===== src/rtl/aftab_byte_store_buffer.sv =====
// Byte store buffer between the DAWU and a byte-wide memory: circular FIFO plus two-state drain FSM.
// Optional sticky push-while-full flag is built when AFTAB_SBUF_OVF_EN is defined.
module aftab_byte_store_buffer #(
  parameter int size  = 32,
  parameter int depth = 4
) (
  input  logic            clk,
  input  logic            rst,
  input  logic            pushByte,
  input  logic [size-1:0] addrIn,
  input  logic [7:0]      dataIn,
  output logic            full,
  output logic            empty,
  output logic [size-1:0] memAddr,
  output logic [7:0]      memData,
  output logic            memWrite,
  input  logic            memReady
`ifdef AFTAB_SBUF_OVF_EN
  ,
  output logic            overflowFlag
`endif
);

  localparam int AW = $clog2(depth);

  typedef enum logic {IDLE, WRITE} state_t;

  state_t          state, state_nxt;
  logic [size-1:0] addr_q [depth];
  logic [7:0]      data_q [depth];
  logic [AW-1:0]   wr_ptr, rd_ptr;
  logic [AW:0]     count, count_nxt;
  logic            push, pop;

  // Status comes only from the registered count, so the DAWU stall has no path from pushByte/memReady.
  assign full  = (count == (AW+1)'(depth));
  assign empty = (count == '0);
  assign push  = pushByte & ~full;
  assign pop   = (state == WRITE) & memReady;

  always_comb begin
    count_nxt = count;
    case ({push, pop})
      2'b10:   count_nxt = count + (AW+1)'(1);
      2'b01:   count_nxt = count - (AW+1)'(1);
      default: count_nxt = count;
    endcase
  end

  always_ff @(posedge clk) begin
    if (push) begin
      addr_q[wr_ptr] <= addrIn;
      data_q[wr_ptr] <= dataIn;
    end
  end

  always_ff @(posedge clk or negedge rst) begin
    if (!rst) begin
      wr_ptr <= '0;
      rd_ptr <= '0;
      count  <= '0;
      state  <= IDLE;
    end else begin
      if (push) wr_ptr <= wr_ptr + AW'(1);
      if (pop)  rd_ptr <= rd_ptr + AW'(1);
      count <= count_nxt;
      state <= state_nxt;
    end
  end

  always_comb begin
    state_nxt = state;
    case (state)
      IDLE:    if (count != '0) state_nxt = WRITE;
      WRITE:   if (pop && count_nxt == '0) state_nxt = IDLE;
      default: state_nxt = IDLE;
    endcase
  end

  // Head entry is gated so the memory bus reads zero whenever no write is offered.
  assign memWrite = (state == WRITE);
  assign memAddr  = memWrite ? addr_q[rd_ptr] : '0;
  assign memData  = memWrite ? data_q[rd_ptr] : '0;

`ifdef AFTAB_SBUF_OVF_EN
  always_ff @(posedge clk or negedge rst) begin
    if (!rst)                 overflowFlag <= 1'b0;
    else if (pushByte && full) overflowFlag <= 1'b1;
  end
`endif

endmodule


===== config.mk =====
export PLATFORM = sky130hd
export DESIGN_NAME = aftab_byte_store_buffer
export DESIGN_NICKNAME = d
export VERILOG_FILES = /design/src/rtl/aftab_byte_store_buffer.sv
export SDC_FILE = /design/constraint.sdc
export NUM_CORES = 1
export LEC_CHECK = 0
export ABC_AREA = 1
export ABC_CLOCK_PERIOD_IN_PS = 3900
export BUFFER_PORTS_ARGS = -buffer_cell sky130_fd_sc_hd__buf_2
export CELL_PAD_IN_SITES_DETAIL_PLACEMENT = 0
export CELL_PAD_IN_SITES_GLOBAL_PLACEMENT = 2
export CORE_MARGIN = 2
export CORE_UTILIZATION = 39
export CTS_CLUSTER_DIAMETER = 50
export CTS_CLUSTER_SIZE = 28
export DETAILED_ROUTE_END_ITERATION = 8
export PLACE_DENSITY = 0.8
export SYNTH_ARGS = -nofsm -noshare
export SYNTH_HDL_FRONTEND = slang
export SYNTH_SLANG_ARGS = --single-unit

===== constraint.sdc =====
create_clock -name clk -period 3.9 [get_ports clk]
set_input_delay 0.39 -clock clk [delete_from_list [all_inputs] [get_ports clk]]
set_output_delay 0.39 -clock clk [all_outputs]
set_load 0.01 [all_outputs]

==> results of run 1 <==
worst max-delay path by stage:
stage / end / cells past startpoint / start / slack, ns
after global placement: memData[7] / 6 / rd_ptr[0]$_DFFE_PN0N_ / 1.51
after global routing: memAddr[9] / 6 / rd_ptr[0]$_DFFE_PN0N_ / 0.90
final: memAddr[28] / 6 / rd_ptr[0]$_DFFE_PN0N_ / 1.12
after detailed placement: memData[3] / 6 / rd_ptr[0]$_DFFE_PN0N_ / 1.51
after CTS: memData[3] / 6 / rd_ptr[0]$_DFFE_PN0N_ / 1.06
after floorplan: addr_q[0][0]$_DFFE_PP_ / 4 / count[0]$_DFF_PN0_ / 1.11
cell type report:
cell class	count	area share (%)
multi-input combinational	315	18.6
clock inverter	11	1.35
clock buffer	21	5.60
sequential	168	63.7
antenna	1	0.0318
tap	220	3.50
timing repair buffer	95	6.37
inverter	18	0.891
sequential cells by signal (all words and copies together) (netlist names):
signal	cells
addr_q	128
memWrite	1
wr_ptr	2
rd_ptr	2
count	3
data_q	32
through the flow:
stage / util (%) / area, sq um
floorplan: - / 6690
global placement: 43.9 / 7300
detailed placement: 43.9 / 7300
CTS: 47.2 / 7860
global route: 47.2 / 7860
finish: 47.2 / 7860
per-layer routing:
metal | global-route usage [%] | vias to the layer above | part of all wire (%)
met2 | 28.2 | 95 | 51
met5 | 0 | - | 0.077
met4 | 4.92 | 2 | 0.78
li1 | - | 2026 | -
met3 | 4.73 | 10 | 5.0
met1 | 20.2 | 1999 | 44
power by group through the flow:
stage               Combinational (mW)  Clock (mW)  Sequential [mW]
floorplan                         1.61           0             2.51
global placement                  2.40           0             2.53
detailed placement                2.42           0             2.54
CTS                               2.44        1.59             2.51
global route                      2.69        1.67             2.54
finish                            2.38        1.56             2.50
Yosys cell counts, drive strengths merged:
library cell	number	area, sq um
dfrtp	8	200
inv	18	70.1
edfxtp	160	4800
xor2	3	26.3
nand2	7	26.3
nor2	172	646
nor3	1	5.00
nand3	2	10.0
fa	1	20.0
nand4	1	6.26
a21oi	41	205
o21ai	82	422
ha	5	62.6
clkbuf	12	55.1
buf	18	128
repair_timing:
item,4_1_cts,5_1_grt
setup buffers,0,0
hold buffers,1,0
endpoints found under the hold margin,8,0
kinds of logic (layout without fill, tap and decap cells):
group / after synthesis / count (layout) / share of synthesized area, %
fa+ha+maj: 6 / 6 / 1.24
other cells: 0 / 1 / 0
flops: 168 / 168 / 74.9
compound gates: 123 / 123 / 9.38
simple gates: 183 / 183 / 10.4
xor+xnor: 3 / 3 / 0.393
buf+inv: 48 / 145 / 3.78
==> key figures, run 1 <==
Timing
  – Fin worst setup slack: 1.12 ns
  – Final setup violation count: 0
  – Final hold vios: 0
  – Setup_tns: 0 ns
  – Worst-Margin Slew: 0.905 ns
  – Period utilization: 71.4%
  – Minimum clock period: 2.78 ns
  – Max Slew Vio Count: 0
  – Max_slew headroom: 39.6%
  – Clk_skew: about 0.006 ns
  – Peak Freq: between 0.3 and 0.4 GHz
  – Unrepaired setup endpoints after global routing: no
  – Minimum hold slack: 0.191 ns

Die
  – Die ar.: ~0.018 sq mm
  – Std cell rows: 47
  – Die Y: 135 microns
  – Die X: approximately 130 microns
  – Initial core utilization: 40.2%
  – Core area: 0.0166 sq mm
  – Num ports: slightly below 90

Min path
  – Worst hold path class: primary input to flip-flop
  – Min-delay src: addrIn[27]
  – Hold path cells: 1
  – WHS Endpoint: addr_q[2][27]$_DFFE_PP_

Global route
  – Largest net degree at the start of global routing: 82
  – Initial antenna violation count: 2
  – Tot GR Track Use: 16.4%
  – Overflow after GRT: 0
  – Vias in the first global route: approximately 4100
  – First-pass GRT wire length: approximately 22000 microns

Critical path
  – Worst path top cell family by delay: buffers and inverters
  – CP Buf/Inv Count: 2
  – Crit start category: flip-flop
  – FF-to-FF End: memWrite$_DFF_PN0_
  – Cell mode on critical path: nor2_1
  – Worst Path Max Fanout: 64
  – Worst setup EP type: primary output
  – R2R Path Start: count[0]$_DFF_PN0_
  – WP data required: 3.51 ns
  – Crit-path cells: buf_4, nor2_1, nor2_1, o21ai_1, a21oi_1, buf_2
  – Critical path's slowest cell: buf_4
  – R2R setup slack: 1.51 ns
  – Critical path class: flip-flop to primary output
  – Critical Path AT: 2.39 ns
  – Cells on worst reg2reg path: 11
  – CP max stage delay: 0.63 ns

Route
  – Post-route antenna net violation count: 0
  – Initial DRC count: 253
  – Via density: 4.87
  – DRC violations left: 0
  – Post-DR wirelength/cell: 16.9 microns
  – Total number of vias: 4132
  – Total Wirelength: 14300 microns
  – Pre-antenna DRT Iters: 4

Power
  – PwrDens: 820 mW/mm^2
  – LEAKAGE: between 2 and 3 nW
  – Clock power share: 24.2%
  – Max VDD drop: 0.375 mV
  – Logic gate share of total power: 37.0%
  – Internal: 4.10 mW
  – Sw Pwr: 2.35 mW
  – Switching share of power: 36.5%
  – Total Power: 6.45 mW
  – Sequential share of power: 38.8%

Cells and area
  – Nets: 665
  – Non-filler cells, final: 849
  – Layout cell share with drive strength beyond 1: 20.5%
  – Synth-to-layout area growth: 17.6%
  – Commonest cells after routing, fill and taps aside: 168 x nor2_1, 160 x edfxtp_1, 86 x buf_2, 59 x o21ai_0, 41 x a21oi_1
  – Leading cell type in the layout, fill and taps excluded: nor2_1
  – Seq. cell area: 0.00501 sq mm
  – Filler cells: 1497
  – Area of the multi-input gates: approximately 0.0015 sq mm

Clock tree
  – Clock Path Buffers: 2
  – CTS HTree Levels: 4
  – Worst skew pair latency: 0.41 ns
  – CTS Sinks: 168
  – TritonCTS clock tree: done
  – Clock root buffer: clkbuf_16
  – Clock-pin slew on the worst setup and hold paths: approximately 0.06 ns
  – # resized after CTS: 0
  – Total CTS buffers: 17

Placement
  – HPWL after detailed placement: 8020 microns
  – # port buffers: 86
  – Final GP Congestion: a little under 0.7
  – Placement Setup Slack: 1.51 ns
  – Dpl cells: 815

Logic synthesis
  – Register bit total from synthesis: 168
  – Mean post-synth cell area: 12.6 sq um
  – Ys Warns: 0
  – Register area share after synthesis: 74.9%
  – Cell variety after synth: 22
  – Synth Instances: between 500 and 600
  – Syn Std Cell Area: 0.00669 sq mm
  – Synth Net Count: 581

Status
  – Outcome: complete, no violations

Run
  – Max-capacitance violation count: 0
(Power assumes the default switching activity.)
==> run 2: changes to the inputs <==
ABC_CLOCK_PERIOD_IN_PS = 2200   (was 3900)
CORE_UTILIZATION = 35   (was 39)
PLACE_DENSITY = 0.76   (was 0.8)
clock period = 2.2 ns   (was 3.9 ns; I/O delays follow)
==> key figures, run 2 (synthesized netlist as in run 1, its figures left out) <==
Route
  – Post-route antenna net violation count: 0 (unchanged)
  – Total Wirelength: 15300 microns (+6.6%)
  – Total number of vias: 4240 (+2.6%)
  – Initial DRC count: 173 (-32%)
  – Pre-antenna DRT Iters: 4 (unchanged)
  – Via density: 4.78 (-1.8%)
  – DRC violations left: 0 (unchanged)
  – Post-DR wirelength/cell: 17.2 microns (+2.1%)

Die
  – Die ar.: 0.0202 sq mm (+11%)
  – Num ports: 87 (unchanged)
  – Die X: 142 microns (+5.4%)
  – Core area: 0.0187 sq mm (+12%)
  – Initial core utilization: 35.7% (-4.4 points)
  – Die Y: 142 microns (+5.4%)
  – Std cell rows: 50 (+6.4%)

Placement
  – Placement Setup Slack: 0.126 ns (-1.39 ns)
  – Final GP Congestion: 0.733 (+6.0%)
  – # port buffers: 86 (unchanged)
  – HPWL after detailed placement: 8620 microns (+7.4%)

Global route
  – GR Util met3: 3.90% (-0.83 points)
  – First-pass GRT wire length: 23000 microns (+3.6%)
  – Busiest grt layer: met2
  – Largest net degree at the start of global routing: 82 (unchanged)
  – Initial antenna violation count: 0 (-2)
  – Global-route met2 utilization: 25.5% (-2.7 points)
  – Met1 Track Usage GR: 19.9% (-0.22 points)
  – Overflow after GRT: 0 (unchanged)
  – Tot GR Track Use: 15.5% (-0.93 points)
  – Vias in the first global route: 4195 (+1.9%)

Clock tree
  – Clock Path Buffers: 2 (unchanged)
  – CTS HTree Levels: 4 (unchanged)
  – Clock root buffer: clkbuf_16
  – TritonCTS clock tree: done
  – Total CTS buffers: 17 (unchanged)
  – Worst skew pair latency: 0.42 ns (about the same)
  – Clock-pin slew on the worst setup and hold paths: 0.06 ns (about the same)
  – Setup bufs post-CTS: 0 (unchanged)
  – CTS Sinks: 168 (unchanged)

Power
  – LEAKAGE: 3.03 nW (+6.6%)
  – Sw Pwr: 4.38 mW (+86%)
  – Max VDD drop: 0.696 mV (+85%)
  – PwrDens: 1470 mW/mm^2 (+79%)
  – Switching share of power: 35.8% (-0.66 points)
  – Internal: 7.86 mW (+92%)
  – Logic gate share of total power: 38.9% (+1.9 points)
  – Sequential share of power: 36.3% (-2.5 points)
  – Clock power share: 24.7% (+0.5 points)

Cells and area
  – Biggest regs: addr_q x128, data_q x32, count x3
  – Nets: 690 (+3.8%)
  – Synth-to-layout area growth: 24.4%
  – Max reg flops: 128 (unchanged)
  – Area of the multi-input gates: 0.00147 sq mm (+0.43%)
  – Ant diodes: 0 (-1)
  – Leading cell type in the layout, fill and taps excluded: nor2_1
  – Commonest cells after routing, fill and taps aside: 168 x nor2_1, 160 x edfxtp_1, 86 x buf_2, 58 x o21ai_0, 40 x a21oi_1
  – Largest Register: addr_q
  – Final Core Density: 44.5% (-2.8 points)
  – Seq. cell area: 0.00501 sq mm (about the same)
  – Layout cell share with drive strength beyond 1: 22.7% (+2.1 points)
  – Filler cells: 1712 (+14%)

Critical path
  – Worst Path Max Fanout: 40 (-38%)
  – Critical path class: flip-flop to primary output
  – R2R setup slack: 0.15 ns (-1.36 ns)
  – FF-to-FF End: memWrite$_DFF_PN0_
  – Critical Path AT: 1.89 ns (-0.50 ns)
  – Crit path capture: memAddr[7]
  – Crit start category: flip-flop
  – Cells on worst reg2reg path: 11 (unchanged)
  – Crit path from: rd_ptr[0]$_DFFE_PN0N_
  – Worst setup EP type: primary output
  – R2R Path Start: count[0]$_DFF_PN0_
  – WP data required: 1.98 ns (-1.53 ns)

Timing
  – Peak Freq: between 0.4 and 0.5 GHz
  – Unrepaired setup endpoints after global routing: no
  – Worst-Margin Slew: 0.487 ns (-0.418 ns)
  – Clk_skew: 0.00776 ns (+0.00182 ns)
  – Fin worst setup slack: 0.0863 ns (-1.03 ns)
  – Period utilization: 96.1%
  – Setup_tns: 0 ns (unchanged)
  – Max_slew headroom: 67.5% (+28 points)
  – Final hold vios: 0 (unchanged)
  – Minimum clock period: 2.11 ns
  – Final setup violation count: 0 (unchanged)
  – Max Slew Vio Count: 0 (unchanged)
  – Minimum hold slack: 0.0164 ns (-0.175 ns)

Status
  – Outcome: complete, no violations

Min path
  – Worst hold path class: primary input to flip-flop

Run
  – Max-capacitance violation count: 0 (unchanged)
==> run 2: cell count changes in the layout (fill, tap and decap cells not counted), sizes merged <==
cell / delta
bufinv: +2
clkinvlp: +3
buf: +12
inv: +1
clkinv: -4
dlygate4sd3: +11
diode: -1
==> run 2: worst min-delay path by stage <==
stage / cells after the start / slack, ns / startpoint / to
2_1_floorplan: 0 / -0.08 / rst / count[0]$_DFF_PN0_
3_3_place_gp: 1 / 0.07 / rst / count[0]$_DFF_PN0_
3_5_place_dp: 1 / 0.07 / rst / count[1]$_DFF_PN0_
4_1_cts: 1 / 0.0001 / dataIn[5] / data_q[1][5]$_DFFE_PP_
5_1_grt: 1 / 0.008 / addrIn[29] / addr_q[0][29]$_DFFE_PP_
6_report: 1 / 0.02 / dataIn[5] / data_q[0][5]$_DFFE_PP_
==> run 2: power by group through the flow <==
stage / sequential [mW] / clock [mW] / combinational (mW)
2_1_floorplan: 4.45 / 0 / 2.85
3_3_place_gp: 4.45 / 0 / 4.60
3_5_place_dp: 4.47 / 0 / 4.66
4_1_cts: 4.41 / 3.11 / 4.70
5_1_grt: 4.50 / 3.22 / 5.34
6_report: 4.44 / 3.03 / 4.77
==> run 2: stage by stage <==
| stage | area, sq um | cells | power, mW |
|---|---|---|---|
| after detailed placement | 7500 | 841 | 9.13 |
| after CTS | 8230 | 885 | 12.2 |
| final | 8320 | 887 | 12.2 |
| after global routing | 8320 | 887 | 13.1 |
| after floorplan | 6690 | 531 | 7.30 |
| after global placement | 7500 | 841 | 9.05 |
==> run 2: final cells by class <==
cell class | instances | area share [%]
Multi-Input combinational cell | 315 | 17.6
Timing Repair Buffer | 120 | 10.2
Inverter | 18 | 1.13
Clock inverter | 13 | 2.14
Sequential cell | 168 | 60.2
Tap cell | 234 | 3.52
Clock buffer | 19 | 5.20
==> run 2: timing repair <==
action                                  4_1_cts  5_1_grt
gates resized for setup                       1        7
hold endpoints to repair                     48        0
gates cloned                                  0        2
hold buffers                                 12        0
endpoints found under the setup margin        7       19
==> run 2: critical path: stages (launching register included) <==
cell       delay, ns
dfrtp_4         0.56
clkbuf_16       0.31
nor2_1          0.07
nor2_1          0.08
o21ai_0         0.08
a21oi_1         0.19
buf_2           0.17
==> run 2: routing by layer <==
metal | vias up | wire, microns | part of all wire (%)
li1 | 2076 | - | -
met1 | 2065 | 6870 | 45
met2 | 83 | 7630 | 50
met3 | 16 | 595 | 3.9
met4 | 0 | 202 | 1.3
met5 | - | 0 | 0
